**src/rtl/conv_pkg.sv**
```systemverilog
`default_nettype none
// ============================================================================
// Module      : conv_pkg
// Description : Shared sizes, state encoding and defaults for the convolution
//               operand loader.
// Revision    : 1.0 - initial release
// ============================================================================
package conv_pkg;

    localparam int DATA_W         = 8;
    localparam int IMG_N          = 4;
    localparam int FLT_N          = 3;
    localparam int IMG_BYTES      = IMG_N * IMG_N;
    localparam int FLT_BYTES      = FLT_N * FLT_N;
    localparam int RUN_CYCLES_DEF = 50;

    typedef enum logic [1:0] {
        ST_IDLE     = 2'd0,
        ST_LOAD_IMG = 2'd1,
        ST_LOAD_FLT = 2'd2,
        ST_RUN      = 2'd3
    } state_t;

endpackage
`default_nettype wire

```
**src/rtl/conv_operand_loader_if.sv**
```systemverilog
`default_nettype none
// ============================================================================
// Module      : conv_operand_loader_if
// Description : Serial operand byte stream (valid/ready) feeding the loader.
// Revision    : 1.0 - initial release
// ============================================================================
interface conv_operand_loader_if #(
    parameter int DATA_W = conv_pkg::DATA_W
);
    logic              in_valid;
    logic              in_ready;
    logic [DATA_W-1:0] in_data;
    logic              keep_filter;

    modport master (
        output in_valid,
        output in_data,
        output keep_filter,
        input  in_ready
    );

    modport slave (
        input  in_valid,
        input  in_data,
        input  keep_filter,
        output in_ready
    );
endinterface
`default_nettype wire

```
**src/rtl/byte_shift_bank.sv**
```systemverilog
`default_nettype none
// ============================================================================
// Module      : byte_shift_bank
// Description : N x DATA_W register bank with indexed write and async clear;
//               slot 0 is presented at the MSBs of the flat bus.
// Revision    : 1.0 - initial release
// ============================================================================
module byte_shift_bank #(
    parameter int N      = 9,
    parameter int DATA_W = 8,
    parameter int IDX_W  = 4
) (
    input  wire logic                clk,
    input  wire logic                rst,
    input  wire logic                we,
    input  wire logic [IDX_W-1:0]    widx,
    input  wire logic [DATA_W-1:0]   wdata,
    output logic      [N*DATA_W-1:0] flat
);

    logic [DATA_W-1:0] r_slot [N];

    for (genvar i = 0; i < N; i++) begin : g_slot
        always_ff @(posedge clk or posedge rst) begin
            if (rst) begin
                r_slot[i] <= '0;
            end else if (we && (widx == IDX_W'(i))) begin
                r_slot[i] <= wdata;
            end
        end

        assign flat[(N-1-i)*DATA_W +: DATA_W] = r_slot[i];
    end

endmodule
`default_nettype wire

```
**src/rtl/conv_operand_loader.sv**
```systemverilog
`default_nettype none
// ============================================================================
// Module      : conv_operand_loader
// Description : Loads an image tile and filter from a byte stream, holds them
//               stable, and sequences the systolic array reset for one run.
// Revision    : 1.0 - initial release
// ============================================================================
module conv_operand_loader #(
    parameter int DATA_W     = conv_pkg::DATA_W,
    parameter int IMG_N      = conv_pkg::IMG_N,
    parameter int FLT_N      = conv_pkg::FLT_N,
    parameter int RUN_CYCLES = conv_pkg::RUN_CYCLES_DEF
) (
    input  wire logic                            clk,
    input  wire logic                            rst,
    conv_operand_loader_if.slave                 stream,
    output logic [IMG_N*IMG_N*DATA_W-1:0]        img_flat,
    output logic [FLT_N*FLT_N*DATA_W-1:0]        flt_flat,
    output logic                                 array_rst,
    output logic                                 busy,
    output logic                                 done
);
    import conv_pkg::*;

    localparam int c_img_bytes = IMG_N * IMG_N;
    localparam int c_flt_bytes = FLT_N * FLT_N;
    localparam int c_idx_w     = $clog2((c_img_bytes > c_flt_bytes) ? c_img_bytes : c_flt_bytes);

    localparam logic [c_idx_w-1:0] c_img_last = c_idx_w'(c_img_bytes - 1);
    localparam logic [c_idx_w-1:0] c_flt_last = c_idx_w'(c_flt_bytes - 1);
    localparam logic [7:0]         c_run_last = 8'(RUN_CYCLES - 1);

    state_t             r_state;
    state_t             w_state_nxt;
    logic [c_idx_w-1:0] r_idx;
    logic [7:0]         r_run_cnt;
    logic               r_flt_loaded;

    logic               w_in_ready;
    logic               w_img_we;
    logic               w_flt_we;
    logic               w_idx_last;
    logic               w_run_last;

    always_ff @(posedge clk or posedge rst) begin
        if (rst) begin
            r_state <= ST_IDLE;
        end else begin
            r_state <= w_state_nxt;
        end
    end

    always_comb begin
        w_state_nxt = r_state;
        w_in_ready  = 1'b0;
        w_img_we    = 1'b0;
        w_flt_we    = 1'b0;
        w_idx_last  = 1'b0;
        w_run_last  = 1'b0;
        case (r_state)
            ST_IDLE: begin
                w_state_nxt = ST_LOAD_IMG;
            end
            ST_LOAD_IMG: begin
                w_in_ready = 1'b1;
                w_img_we   = stream.in_valid;
                w_idx_last = (r_idx == c_img_last);
                // Filter reuse is only honoured once a filter has actually been loaded
                if (w_img_we && w_idx_last) begin
                    w_state_nxt = (stream.keep_filter && r_flt_loaded) ? ST_RUN : ST_LOAD_FLT;
                end
            end
            ST_LOAD_FLT: begin
                w_in_ready = 1'b1;
                w_flt_we   = stream.in_valid;
                w_idx_last = (r_idx == c_flt_last);
                if (w_flt_we && w_idx_last) begin
                    w_state_nxt = ST_RUN;
                end
            end
            ST_RUN: begin
                w_run_last = (r_run_cnt == c_run_last);
                if (w_run_last) begin
                    w_state_nxt = ST_LOAD_IMG;
                end
            end
            default: begin
                w_state_nxt = ST_IDLE;
            end
        endcase
    end

    always_ff @(posedge clk or posedge rst) begin
        if (rst) begin
            r_idx        <= '0;
            r_run_cnt    <= '0;
            r_flt_loaded <= 1'b0;
            array_rst    <= 1'b1;
            busy         <= 1'b0;
            done         <= 1'b0;
        end else begin
            if (w_img_we || w_flt_we) begin
                r_idx <= w_idx_last ? '0 : r_idx + 1'b1;
            end
            if (w_flt_we && w_idx_last) begin
                r_flt_loaded <= 1'b1;
            end
            if (r_state == ST_RUN) begin
                r_run_cnt <= w_run_last ? '0 : r_run_cnt + 1'b1;
            end
            // Registered from next state so the array leaves reset exactly with RUN
            done      <= w_run_last;
            array_rst <= (w_state_nxt != ST_RUN);
            busy      <= (w_state_nxt == ST_RUN);
        end
    end

    assign stream.in_ready = w_in_ready;

    byte_shift_bank #(
        .N      (c_img_bytes),
        .DATA_W (DATA_W),
        .IDX_W  (c_idx_w)
    ) u_img_bank (
        .clk   (clk),
        .rst   (rst),
        .we    (w_img_we),
        .widx  (r_idx),
        .wdata (stream.in_data),
        .flat  (img_flat)
    );

    byte_shift_bank #(
        .N      (c_flt_bytes),
        .DATA_W (DATA_W),
        .IDX_W  (c_idx_w)
    ) u_flt_bank (
        .clk   (clk),
        .rst   (rst),
        .we    (w_flt_we),
        .widx  (r_idx),
        .wdata (stream.in_data),
        .flat  (flt_flat)
    );

endmodule
`default_nettype wire
```
**src/flat_wrapper.sv**
```systemverilog
// flat-port wrapper written by rule: the top's interface ports become plain ports
module conv_operand_loader_flat import conv_pkg::*;
#(
    parameter int DATA_W     = conv_pkg::DATA_W,
    parameter int IMG_N      = conv_pkg::IMG_N,
    parameter int FLT_N      = conv_pkg::FLT_N,
    parameter int RUN_CYCLES = conv_pkg::RUN_CYCLES_DEF
)
  (clk, rst, img_flat, flt_flat, array_rst, busy, done, stream_in_valid, stream_in_data, stream_keep_filter, stream_in_ready);
  conv_operand_loader_if #(.DATA_W(DATA_W)) stream_i ();
  input  wire logic clk;
  input  wire logic rst;
  output logic [IMG_N*IMG_N*DATA_W-1:0] img_flat;
  output logic [FLT_N*FLT_N*DATA_W-1:0] flt_flat;
  output logic array_rst;
  output logic busy;
  output logic done;
  input wire logic [$bits(stream_i.in_valid)-1:0] stream_in_valid;
  input wire logic [$bits(stream_i.in_data)-1:0] stream_in_data;
  input wire logic [$bits(stream_i.keep_filter)-1:0] stream_keep_filter;
  output wire logic [$bits(stream_i.in_ready)-1:0] stream_in_ready;
  assign stream_i.in_valid = stream_in_valid;
  assign stream_i.in_data = stream_in_data;
  assign stream_i.keep_filter = stream_keep_filter;
  assign stream_in_ready = stream_i.in_ready;
  conv_operand_loader #(.DATA_W(DATA_W), .IMG_N(IMG_N), .FLT_N(FLT_N), .RUN_CYCLES(RUN_CYCLES)) u_core (.clk(clk), .rst(rst), .stream(stream_i), .img_flat(img_flat), .flt_flat(flt_flat), .array_rst(array_rst), .busy(busy), .done(done));
endmodule
```
**config.mk**
```make
export PLATFORM = sky130hd
export DESIGN_NAME = conv_operand_loader_flat
export DESIGN_NICKNAME = d
export VERILOG_FILES = /design/src/rtl/conv_pkg.sv /design/src/rtl/conv_operand_loader_if.sv /design/src/rtl/byte_shift_bank.sv /design/src/rtl/conv_operand_loader.sv /design/src/flat_wrapper.sv
export SDC_FILE = /design/constraint.sdc
export NUM_CORES = 1
export LEC_CHECK = 0
export CELL_PAD_IN_SITES_DETAIL_PLACEMENT = 0
export CELL_PAD_IN_SITES_GLOBAL_PLACEMENT = 2
export CORE_MARGIN = 1.5
export CORE_UTILIZATION = 36
export DETAILED_ROUTE_END_ITERATION = 7
export PLACE_DENSITY_LB_ADDON = 0.3
export SLEW_MARGIN = 20
export SYNTH_ARGS = -nofsm -noshare
export SYNTH_HDL_FRONTEND = slang
export SYNTH_SLANG_ARGS = --single-unit
```
**constraint.sdc**
```tcl
create_clock -name clk -period 23 [get_ports clk]
set_clock_uncertainty 0.2 [all_clocks]
set_input_delay 4.6 -clock clk [delete_from_list [all_inputs] [get_ports clk]]
set_output_delay 4.6 -clock clk [all_outputs]
set_load 0.005 [all_outputs]
```
Word level (Yosys, flattened, before mapping). Cells that the tools add are included.

Add/sub/neg operators: 2. Equality and inequality tests: 21. Mux-type cells: 12. Reduce and logical (&&, ||, !) cells: 33.

Operators by type and width (count): $eq 4x4->1 const B (8); $logic_and 1x1->1 (29); $eq 4x3->1 const B (4); $add 8x1->8 const B (1); $eq 4x2->1 const B (2); $eq 8x6->1 const B (1); $mux 8 (1); $pmux 2 s4 (1); $eq 2x2->1 const B (3); $mux 2 (3); $mux 1 (5); $add 4x1->4 const B (1); $eq 4x1->1 const B (1); $logic_not 4->1 (1); $mux 4 (1); $eq 2x1->1 const B (1); $logic_not 2->1 (1); $ne 2x2->1 const B (1); $pmux 1 s2 (1); $reduce_or 2->1 (1); $logic_or 1x1->1 (1).

Flip-flop bits (word level): 218. Output and inout bits: 204.

Logic depth before layout (Yosys ltp). Gate-level depths: netlist of the first run.

Word-level depth: 5. Gate-level depth with buffers: 7.

Cells and area by module. From an unflattened synthesis of the first run, not the netlist that was laid out.

Cells, all modules: 555. Area total of the unflattened synthesis: 8639.5 µm².

Modules (own cells, without submodules): byte_shift_bank (u_core.u_img_bank) (instances 1, cells an instance 295, area each 4865.9 µm²); byte_shift_bank (u_core.u_flt_bank) (instances 1, cells an instance 162, area each 2787.7 µm²); conv_operand_loader (instances 1, cells an instance 98, area each 985.9 µm²).

Worst setup path before layout of the first run. Ideal clock, no wire load.

Kind: in2reg. From: in stream_in_valid. To: reg u_core.u_flt_bank.r_slot (netlist bit u_core.u_flt_bank.flat[10]). Library setup time: 0.125 ns. Arrival time: 5.565 ns. Setup slack: 17.110 ns. Stages on the path: 5. Path buffers: 1. Cells stage by stage: and2b_1 > and3_1 > clkbuf_1 > nand2_2 > mux2_2.

Word-level cells in the longest chain between the ends: 2.

Ends and longest elaborated chain: start: declaration (line flat_wrapper.sv:18) `input wire logic [$bits(stream_i.in_valid)-1:0] stream_in_valid;`; $mux 1 (line conv_operand_loader.sv:60) `case (r_state)`; $logic_and 1x1->1 (line byte_shift_bank.sv:27) `end else if (we && (widx == IDX_W'(i))) begin`; end signal: indexed assignment (line byte_shift_bank.sv:28) `r_slot[i] <= wdata;`; end: declaration (line byte_shift_bank.sv:21) `logic [DATA_W-1:0] r_slot [N];`.

No other way between the ends. A chain may end at the register's enable or synchronous reset.

Final worst setup path of the first run.
From: reg u_core.r_state[1]. To: out stream_in_ready.

Word-level cells in the longest chain between the ends: 3.

Ends and longest elaborated chain: start: declaration (line conv_operand_loader.sv:33) `state_t r_state;`; start signal: assignment (line conv_operand_loader.sv:49) `r_state <= w_state_nxt;`; $eq 2x1->1 or $eq 2x2->1 (tied branches) (line conv_operand_loader.sv:60); $reduce_or 2->1 (no line) *; $mux 1 * (line conv_operand_loader.sv:60); end: declaration (line flat_wrapper.sv:21) `output wire logic [$bits(stream_i.in_ready)-1:0] stream_in_ready;`.

Mark *: on every way between the ends. The rest lies on a longest branch, timed or not.

==> results of run 1 <==
## cell usage after synthesis, types with 3 or more instances
master / instances
and3_1: 3
buf_2: 6
clkbuf_1: 19
dfrtp_1: 217
ha_1: 12
inv_1: 9
mux2_2: 201
nand2_1: 14
nand2_2: 8
nand2b_1: 4
nand3_1: 9
nand4_1: 3
nor2_1: 6
nor2_2: 14
o21ai_0: 4
or3_1: 3
xor2_1: 4
## area by class of cell
type | instances | area, µm²
clock buffer | 34 | 729
clock inverter | 5 | 75.1
fill | 2051 | 11500
inverter | 9 | 41.3
multi-input combinational | 306 | 2960
sequential | 218 | 5460
tap | 319 | 399
timing repair buffer | 225 | 2230
## routing by layer
| metal | up-vias | global-route usage |
|---|---|---|
| met5 | - | 0 |
| met4 | 0 | 0.0400 |
| met3 | 25 | 0.0460 |
| met2 | 147 | 0.314 |
| met1 | 2803 | 0.242 |
| li1 | 2396 | - |
## flip-flops by register name, summed over array words and instances, names as in the netlist
signal	cells
u_core.u_img_bank.flat	128
u_core.r_flt_loaded	1
u_core.done	1
u_core.u_flt_bank.flat	72
u_core.r_idx	4
u_core.array_rst	1
u_core.r_run_cnt	8
u_core.busy	1
u_core.r_state	2
## through the flow
| step | utilization | power, W | instances |
|---|---|---|---|
| global placement | 0.474 | 0.000409 | 1077 |
| detailed placement | 0.474 | 0.000410 | 1077 |
| finish | 0.508 | 0.000788 | 1116 |
| CTS | 0.508 | 0.000801 | 1116 |
| floorplan | - | 0.000399 | 558 |
| global route | 0.508 | 0.000819 | 1116 |
## path summary, 6_finish.rpt
check	end	from	slack [ns]	depth (start not counted)
max	stream_in_ready	u_core.r_state[1]	16.25	3
min	u_core.r_run_cnt[7]	u_core.r_run_cnt[7]	0.29	1
max reg2reg	u_core.u_img_bank.flat[37]	u_core.r_state[1]	20.46	5
min reg2reg	u_core.r_run_cnt[7]	u_core.r_run_cnt[7]	0.29	1
max in group asynchronous	u_core.u_img_bank.flat[115]	rst	16.82	3
min in group asynchronous	u_core.u_flt_bank.flat[51]	rst	4.40	2
## kinds of logic after synthesis
family,after synthesis,share of synthesized area
AND/OR/NAND/NOR,72,0.0461
XOR/XNOR,6,0.00614
AO/OA/AOI/OAI,14,0.0105
flip-flops,218,0.638
buffers and inverters,34,0.0158
multiplexers,202,0.266
adder cells (fa/ha/maj),12,0.0176
## report_power, final
group	internal, W	switching [W]	total (W)
sequential	0.000384	0	0.000384
clock	0.000240	0.000146	0.000386
combinational	0.00000313	0.0000152	0.0000183
total	0.000627	0.000161	0.000788
==> impl_results.md, run 1 <==
- Met2 layer wire length in the routed design: ~11 mm
- Num rows: 56
- Crit path buffers/inverters: 2
- Met3 layer wire length in the routed design: ~1.4 mm
- Number of vias per cell: approximately 4.8
- Latest clock arrival within the worst-skew pair: 0.51 ns
- Top area cells in the synthesized netlist: dfrtp_1 (63%), mux2_2 (26%), ha_1 (1.8%)
- Final setup fails: 0
- GR Overflow Total: 0
- Buffers from clock root to sink, at most: 3
- Class of the most critical hold timing path: reg -> reg
- Post-synth cell types: 34
- Clock period minus worst slack: 6.75 ns
- Wirelength, routed: 22.6 mm
- Kind of capture point of the worst setup path: primary output
- DRC: 0
- Worst vdd ir: 0.0000436 V
- Max-slew headroom: 0.386
- Horizontal extent of the die: 157 µm
- Cell taking the most area after synthesis: dfrtp_1
- Cell area after synthesis: 0.00855 mm²
- CP arrival: about 2.0 ns
- Half-perimeter wire length after detailed placement: 15.1 mm
- Number of max-slew violations in the final report: 0
- MaxCap Viol Count: 0
- Final hold violation count: 0
- Avg Cell Area, Syn: ~15 µm²
- Number of gates resized after CTS: 0
- Worst slack on hold paths: 0.293 ns
- Gate Count Post-Synth: ~560
- Yosys synthesis warning count: 0
- Most frequent cells in the layout: dfrtp_1 (217), clkdlybuf4s50_1 (215), mux2_2 (201), clkbuf_16 (25)
- TritonCTS sink count: around 220
- RD Place Congestion: 0.790
- Initial DRT Pass Iterations: 4
- Biggest cell delay along the critical path: about 0.54 ns
- Total number of vias: roughly 5400
- Area share of the largest cell type after synthesis: 0.635
- Layout Cell Area excl Fill: 0.0119 mm²
- Total Die Area: 0.0247 mm²
- Iteration-0 DRC count of the detailed router: 169
- Port buffer count: 215
- RSZ-0062 raised after global routing: no
- Die Y: approximately 160 µm
- Kind of start point of the critical path: register
- Count of hold-fix buffers inserted at cts: 0
- Layout cell share with drive strength beyond 1: 0.343
- Max stage delay cell, worst path: clkdlybuf4s50_1
- Number of top-level pins: 216
- Initial antenna violation count: 0
- CP Cell Sequence: inv_1, ha_1, clkdlybuf4s50_1
- Final critical-path share of the clock period: 0.293
- Synth async-reset ratio: 1.00
- Uppermost layer routed: met4
- Remaining antenna violation count: 0
- Wire length of the first global-routing pass: approximately 35 mm
- Leakage power summed over all cells: approximately 5.7 nW
- Run status: complete, no violations
- Number of storage elements in the synthesis netlist: 218
- Number of buffers added for setup after CTS: 0
- Starting utilization of the core area: 0.365
- Final #Nets: 808
- Number of buffers added by the clock tree synthesis step: 24
- Clock-pin slew reported for the worst setup and hold paths after clock tree synthesis: 0.06 ns
- Post-synthesis sequential area ratio: 0.638
- Worst setup slack after layout: 16.25 ns
- Power per standard cell area: 66.3 mW/mm²
- Clock tree root driver cell: clkbuf_16
- M1 WL: 9.78 mm
- Most common cell after layout, fill and taps aside: dfrtp_1
- CTS H-Tree Depth: 1
- GRT Overall Usage: 0.186
- Number of global-route vias before repair: 5913
- Crit Path Max Fanout: 6
- Clock tree from TritonCTS: done
- Net count of the mapped netlist: just under 600
- Worst Path Class, Setup: reg -> out
- Maximum number of pins on one net before global-route repair: 96
- Post-synth EDFFs: 0
- Post-synth top flop: dfrtp_1
- Routed WL per cell: 20.3 µm
- Upper clock frequency limit: between 100 and 150 MHz
- Placed Area: 0.0111 mm²
- Pre-CTS WS: 16.19 ns
- Core Footprint: 0.0234 mm²
- Slew at the pin closest to its max-slew limit: 0.922 ns
- Cell type group with the largest total delay on the critical path: buffers and inverters
- Worst path required time: 18.20 ns
- Area Growth Syn to Fin: 39.0%
- # diodes: 0
- Setup TNS: 0 ns
(Power assumes the default switching activity.)
==> run 2: changes to the inputs <==
--- a/config.mk
+++ b/config.mk
@@ -8,7 +8,7 @@
 export CELL_PAD_IN_SITES_DETAIL_PLACEMENT = 0
 export CELL_PAD_IN_SITES_GLOBAL_PLACEMENT = 2
 export CORE_MARGIN = 1.5
-export CORE_UTILIZATION = 36
+export CORE_UTILIZATION = 34
 export DETAILED_ROUTE_END_ITERATION = 7
 export PLACE_DENSITY_LB_ADDON = 0.3
 export SLEW_MARGIN = 20
==> constraint.sdc (replaced) <==
create_clock -name clk -period 6.5 [get_ports clk]
set_clock_uncertainty 0.2 [all_clocks]
set_input_delay 1.3 -clock clk [delete_from_list [all_inputs] [get_ports clk]]
set_output_delay 1.3 -clock clk [all_outputs]
set_load 0.005 [all_outputs]
==> impl_results.md, run 2 (synthesis results as in run 1) <==
- Final setup fails: 0
- Iteration-0 DRC count of the detailed router: 144
- Count of hold-fix buffers inserted at cts: 0
- Upper clock frequency limit: roughly 290 MHz
- Number of vias per cell: about 4.7
- Initial antenna violation count: 0
- Worst vdd ir: 0.000177 V
- Final total power: 0.00285 W
- Clock-pin slew reported for the worst setup and hold paths after clock tree synthesis: about 0.06 ns
- Max-slew headroom: 0.410
- Crit Path Max Fanout: 6
- Horizontal extent of the die: 162 µm
- Setup TNS: 0 ns
- Final hold violation count: 0
- Number of gates resized after CTS: 0
- MaxCap Viol Count: 0
- Starting utilization of the core area: 0.349
- Most common cell after layout, fill and taps aside: dfrtp_1
- Num rows: 57
- Worst Path Class, Setup: reg -> out
- Class of the most critical hold timing path: reg -> reg
- Number of global-route vias before repair: 5920
- CP arrival: 1.94 ns
- Power per standard cell area: 238 mW/mm²
- Number of buffers added for setup after CTS: 0
- Initial DRT Pass Iterations: 5
- RD Place Congestion: 0.761
- Most frequent cells in the layout: dfrtp_1 (217), clkdlybuf4s50_1 (215), mux2_2 (201), clkbuf_16 (24)
- Met3 usage in global routing: 0.0336
- Routed WL per cell: ~20 µm
- Number of top-level pins: 216
- Wire length of the first global-routing pass: 36.1 mm
- Half-perimeter wire length after detailed placement: 15.2 mm
- Number of buffers added by the clock tree synthesis step: 24
- Most crowded layer after global routing: met2
- Layout cell share with drive strength beyond 1: 0.345
- Buffers from clock root to sink, at most: 3
- Met1 Use GR: 0.227
- TritonCTS sink count: 218
- Worst path required time: 5.00 ns
- Port buffer count: 215
- CTS H-Tree Depth: 1
- Core Footprint: 0.0245 mm²
- Area Growth Syn to Fin: 39.7%
- Total Die Area: 0.0261 mm²
- Latest clock arrival within the worst-skew pair: slightly above 0.5 ns
- Maximum number of pins on one net before global-route repair: 139
- Clock tree from TritonCTS: done
- GRT Overall Usage: 0.179
- Run status: complete, no violations
- DRC: 0
- # diodes: 0
- Kind of start point of the critical path: register
- Wirelength, routed: roughly 23 mm
- Total number of vias: 5332
- GR Overflow Total: 0
- RSZ-0062 raised after global routing: no
- Final critical-path share of the clock period: 0.529
- GR Layer Usage met2: 0.317
- Number of flip-flops under the largest register name: 128
- Slew at the pin closest to its max-slew limit: 0.883 ns
- Leakage power summed over all cells: 5.68 nW
- Clock tree root driver cell: clkbuf_16
- Remaining antenna violation count: 0
- Kind of capture point of the worst setup path: primary output
- Final #Nets: around 810
- Die Y: 162 µm
- Number of max-slew violations in the final report: 0
- Clock period minus worst slack: ~3.4 ns
==> run 2: final timing paths <==
| kind | start | end | slack (ns) | depth (start not counted) |
|---|---|---|---|---|
| max | u_core.r_state[1] | stream_in_ready | 3.06 | 3 |
| min | u_core.r_flt_loaded | u_core.r_flt_loaded | 0.29 | 1 |
| max reg2reg | u_core.r_state[1] | u_core.u_img_bank.flat[115] | 4.04 | 5 |
| min reg2reg | u_core.r_flt_loaded | u_core.r_flt_loaded | 0.29 | 1 |
| max in group asynchronous | rst | u_core.u_flt_bank.flat[68] | 3.76 | 3 |
| min in group asynchronous | rst | u_core.u_flt_bank.flat[37] | 1.12 | 2 |
==> run 2: stage by stage <==
stage | hold slack, ns | util | setup slack (ns) | instances | instance area (µm²)
after floorplan | 0.243 | - | 2.16 | 558 | 8560
after global placement | 0.266 | 0.452 | 3.07 | 1082 | 11100
after detailed placement | 0.274 | 0.452 | 3.03 | 1082 | 11100
after CTS | 0.292 | 0.487 | 3.01 | 1125 | 11900
after global routing | 0.313 | 0.487 | 2.98 | 1125 | 11900
final | 0.290 | 0.487 | 3.06 | 1125 | 11900
==> run 2: per-layer routing <==
layer | wire [µm] | share of wire
met4 | 426 | 0.019
met3 | 1100 | 0.048
met2 | 11700 | 0.51
met1 | 9560 | 0.42
met5 | 0 | 0
==> run 2: power breakdown <==
part	internal [W]	leakage, nW	total, W	switching [W]
Combinational	0.0000118	2.26	0.0000664	0.0000546
Clock	0.000887	0.422	0.00142	0.000537
Sequential	0.00136	3.00	0.00136	0
Total	0.00226	5.68	0.00285	0.000592
==> run 2: worst max-delay path: stages (launching register included) <==
cell	delay, ns
dfrtp_1	0.45
inv_1	0.12
ha_1	0.32
clkdlybuf4s50_1	0.55
==> run 2: final cells by class <==
| cell class | count | area (µm²) |
|---|---|---|
| Fill cell | 2171 | 12600 |
| Sequential cell | 218 | 5460 |
| Multi-Input combinational cell | 306 | 2960 |
| Timing Repair Buffer | 225 | 2240 |
| Clock buffer | 35 | 722 |
| Tap cell | 324 | 405 |
| Clock inverter | 8 | 126 |
| Inverter | 9 | 37.5 |
==> run 3: changes to the inputs <==
==> constraint.sdc (replaced) <==
create_clock -name clk -period 3.3 [get_ports clk]
set_clock_uncertainty 0.2 [all_clocks]
set_input_delay 0.66 -clock clk [delete_from_list [all_inputs] [get_ports clk]]
set_output_delay 0.66 -clock clk [all_outputs]
set_load 0.005 [all_outputs]
==> impl_results.md, run 3 (synthesis results as in run 1) <==
- Number of vias per cell: roughly 4.7
- Crit Path Max Fanout: 6
- RSZ-0062 raised after global routing: no
- Worst vdd ir: 0.000427 V
- Number of flip-flops under the largest register name: 128
- Net Sw Power: 0.00121 W
- Total Die Area: 0.0261 mm²
- Number of max-slew violations in the final report: 0
- Worst setup slack after layout: 0.519 ns
- GR Overflow Total: 0
- Clock tree from TritonCTS: done
- GRT Overall Usage: 0.179
- Leakage power summed over all cells: 5.70 nW
- Slew at the pin closest to its max-slew limit: 0.716 ns
- Cell Int Power: 0.00452 W
- Remaining antenna violation count: 0
- TritonCTS sink count: 218
- DRC: 0
- Port buffer count: roughly 220
- Kind of start point of the critical path: register
- Count of hold-fix buffers inserted at cts: 0
- Most frequent cells in the layout: dfrtp_1 (217), clkdlybuf4s50_1 (215), mux2_2 (201), clkbuf_16 (25)
- Placed Area: 0.0111 mm²
- Net switching fraction of the power: 0.211
- Final setup fails: 0
- Latest clock arrival within the worst-skew pair: ~0.52 ns
- Run status: complete, no violations
- Count of fill cells added during filler insertion: between 2000 and 2500
- Maximum number of pins on one net before global-route repair: ~130
- Most common cell after layout, fill and taps aside: dfrtp_1
- Number of gates resized after CTS: 0
- Final #Nets: 809
- # diodes: 0
- Wirelength, routed: 23.1 mm
- Upper clock frequency limit: 360 MHz
- Core Footprint: around 0.025 mm²
- Total number of vias: around 5400
- Portion of total power attributed to combinational logic: 0.023
- Iteration-0 DRC count of the detailed router: 129
- Setup TNS: 0 ns
- Num rows: 57
- Routed WL per cell: 20.5 µm
- MaxCap Viol Count: 0
- Power per standard cell area: about 480 mW/mm²
- Worst Path Class, Setup: reg -> out
- Clock-pin slew reported for the worst setup and hold paths after clock tree synthesis: 0.06 ns
- Initial DRT Pass Iterations: 6
- CP arrival: 1.92 ns
- Layout cell share with drive strength beyond 1: 0.350
- Pre-CTS WS: 0.482 ns
- Class of the most critical hold timing path: reg -> reg
- RD Place Congestion: approximately 0.75
- Wire length of the first global-routing pass: 36.1 mm
- Buffers from clock root to sink, at most: 3
- Area Growth Syn to Fin: 40.3%
- Worst path required time: 2.44 ns
- Initial antenna violation count: 0
- Horizontal extent of the die: 162 µm
- Starting utilization of the core area: 0.349
- Number of global-route vias before repair: between 6000 and 7000
- Number of buffers added for setup after CTS: 0
- Half-perimeter wire length after detailed placement: 15.5 mm
- Clock period minus worst slack: 2.78 ns
- Kind of capture point of the worst setup path: primary output
- Number of buffers added by the clock tree synthesis step: 25
- Number of top-level pins: 216
- Final critical-path share of the clock period: 0.843
- Clock tree root driver cell: clkbuf_16
- CTS H-Tree Depth: 1
- Clock network power share: 0.510
- Die Y: 162 µm
- Worst slack on hold paths: 0.279 ns
- Layout Cell Area excl Fill: 0.0120 mm²
- Reg power frac: 0.467
- Final hold violation count: 0
- Max-slew headroom: 0.523
run 3: cell types whose count changed in the layout (fill, tap and decap cells not counted):
cell	delta
buf_12	+1
buf_4	-1
bufinv_16	+1
clkbuf_1	-2
clkbuf_16	+1
clkbuf_8	-3
clkinv_2	+2
clkinv_4	+1
clkinv_8	-1
clkinvlp_4	+2
inv_6	+2
run 3: path summary, 6_finish.rpt:
check	slack, ns	depth (start not counted)	from	endpoint
max	0.52	3	u_core.r_state[1]	stream_in_ready
min	0.28	1	u_core.r_flt_loaded	u_core.r_flt_loaded
max reg2reg	0.89	5	u_core.r_state[1]	u_core.u_img_bank.flat[113]
min reg2reg	0.28	1	u_core.r_flt_loaded	u_core.r_flt_loaded
max in group asynchronous	1.81	3	rst	u_core.u_img_bank.flat[45]
min in group asynchronous	0.49	3	rst	u_core.done
run 3: power groups by stage:
stage               sequential (W)  clock (W)  combinational, W
floorplan                  0.00272          0         0.0000602
global placement           0.00272          0          0.000137
detailed placement         0.00272          0          0.000140
CTS                        0.00267    0.00299          0.000141
global route               0.00267    0.00312          0.000152
finish                     0.00267    0.00292          0.000133
run 3: layout make-up:
type,instances,area [µm²],area share
Sequential cell,218,5460,0.455
Inverter,9,37.5,0.00313
Tap cell,324,405,0.0338
Timing Repair Buffer,225,2250,0.188
Multi-Input combinational cell,306,2960,0.247
Clock buffer,31,698,0.0582
Clock inverter,15,191,0.0160
run 3: layer usage:
| metal | vias to the layer above | GRT usage | part of all wire |
|---|---|---|---|
| met2 | 144 | 0.321 | 0.52 |
| met5 | - | 0 | 0 |
| met3 | 18 | 0.0380 | 0.051 |
| li1 | 2397 | - | - |
| met1 | 2794 | 0.220 | 0.41 |
| met4 | 0 | 0.0379 | 0.013 |
run 3: worst max-delay path, cell delays in order (launching register included):
cell             delay, ns
dfrtp_1               0.44
inv_1                 0.12
ha_1                  0.32
clkdlybuf4s50_1       0.55
run 3: stage by stage:
| step | total power (W) | util | std cells |
|---|---|---|---|
| after floorplan | 0.00278 | - | 558 |
| after global placement | 0.00286 | 0.453 | 1082 |
| after detailed placement | 0.00286 | 0.453 | 1082 |
| after CTS | 0.00581 | 0.489 | 1128 |
| after global routing | 0.00595 | 0.489 | 1128 |
| final | 0.00573 | 0.489 | 1128 |
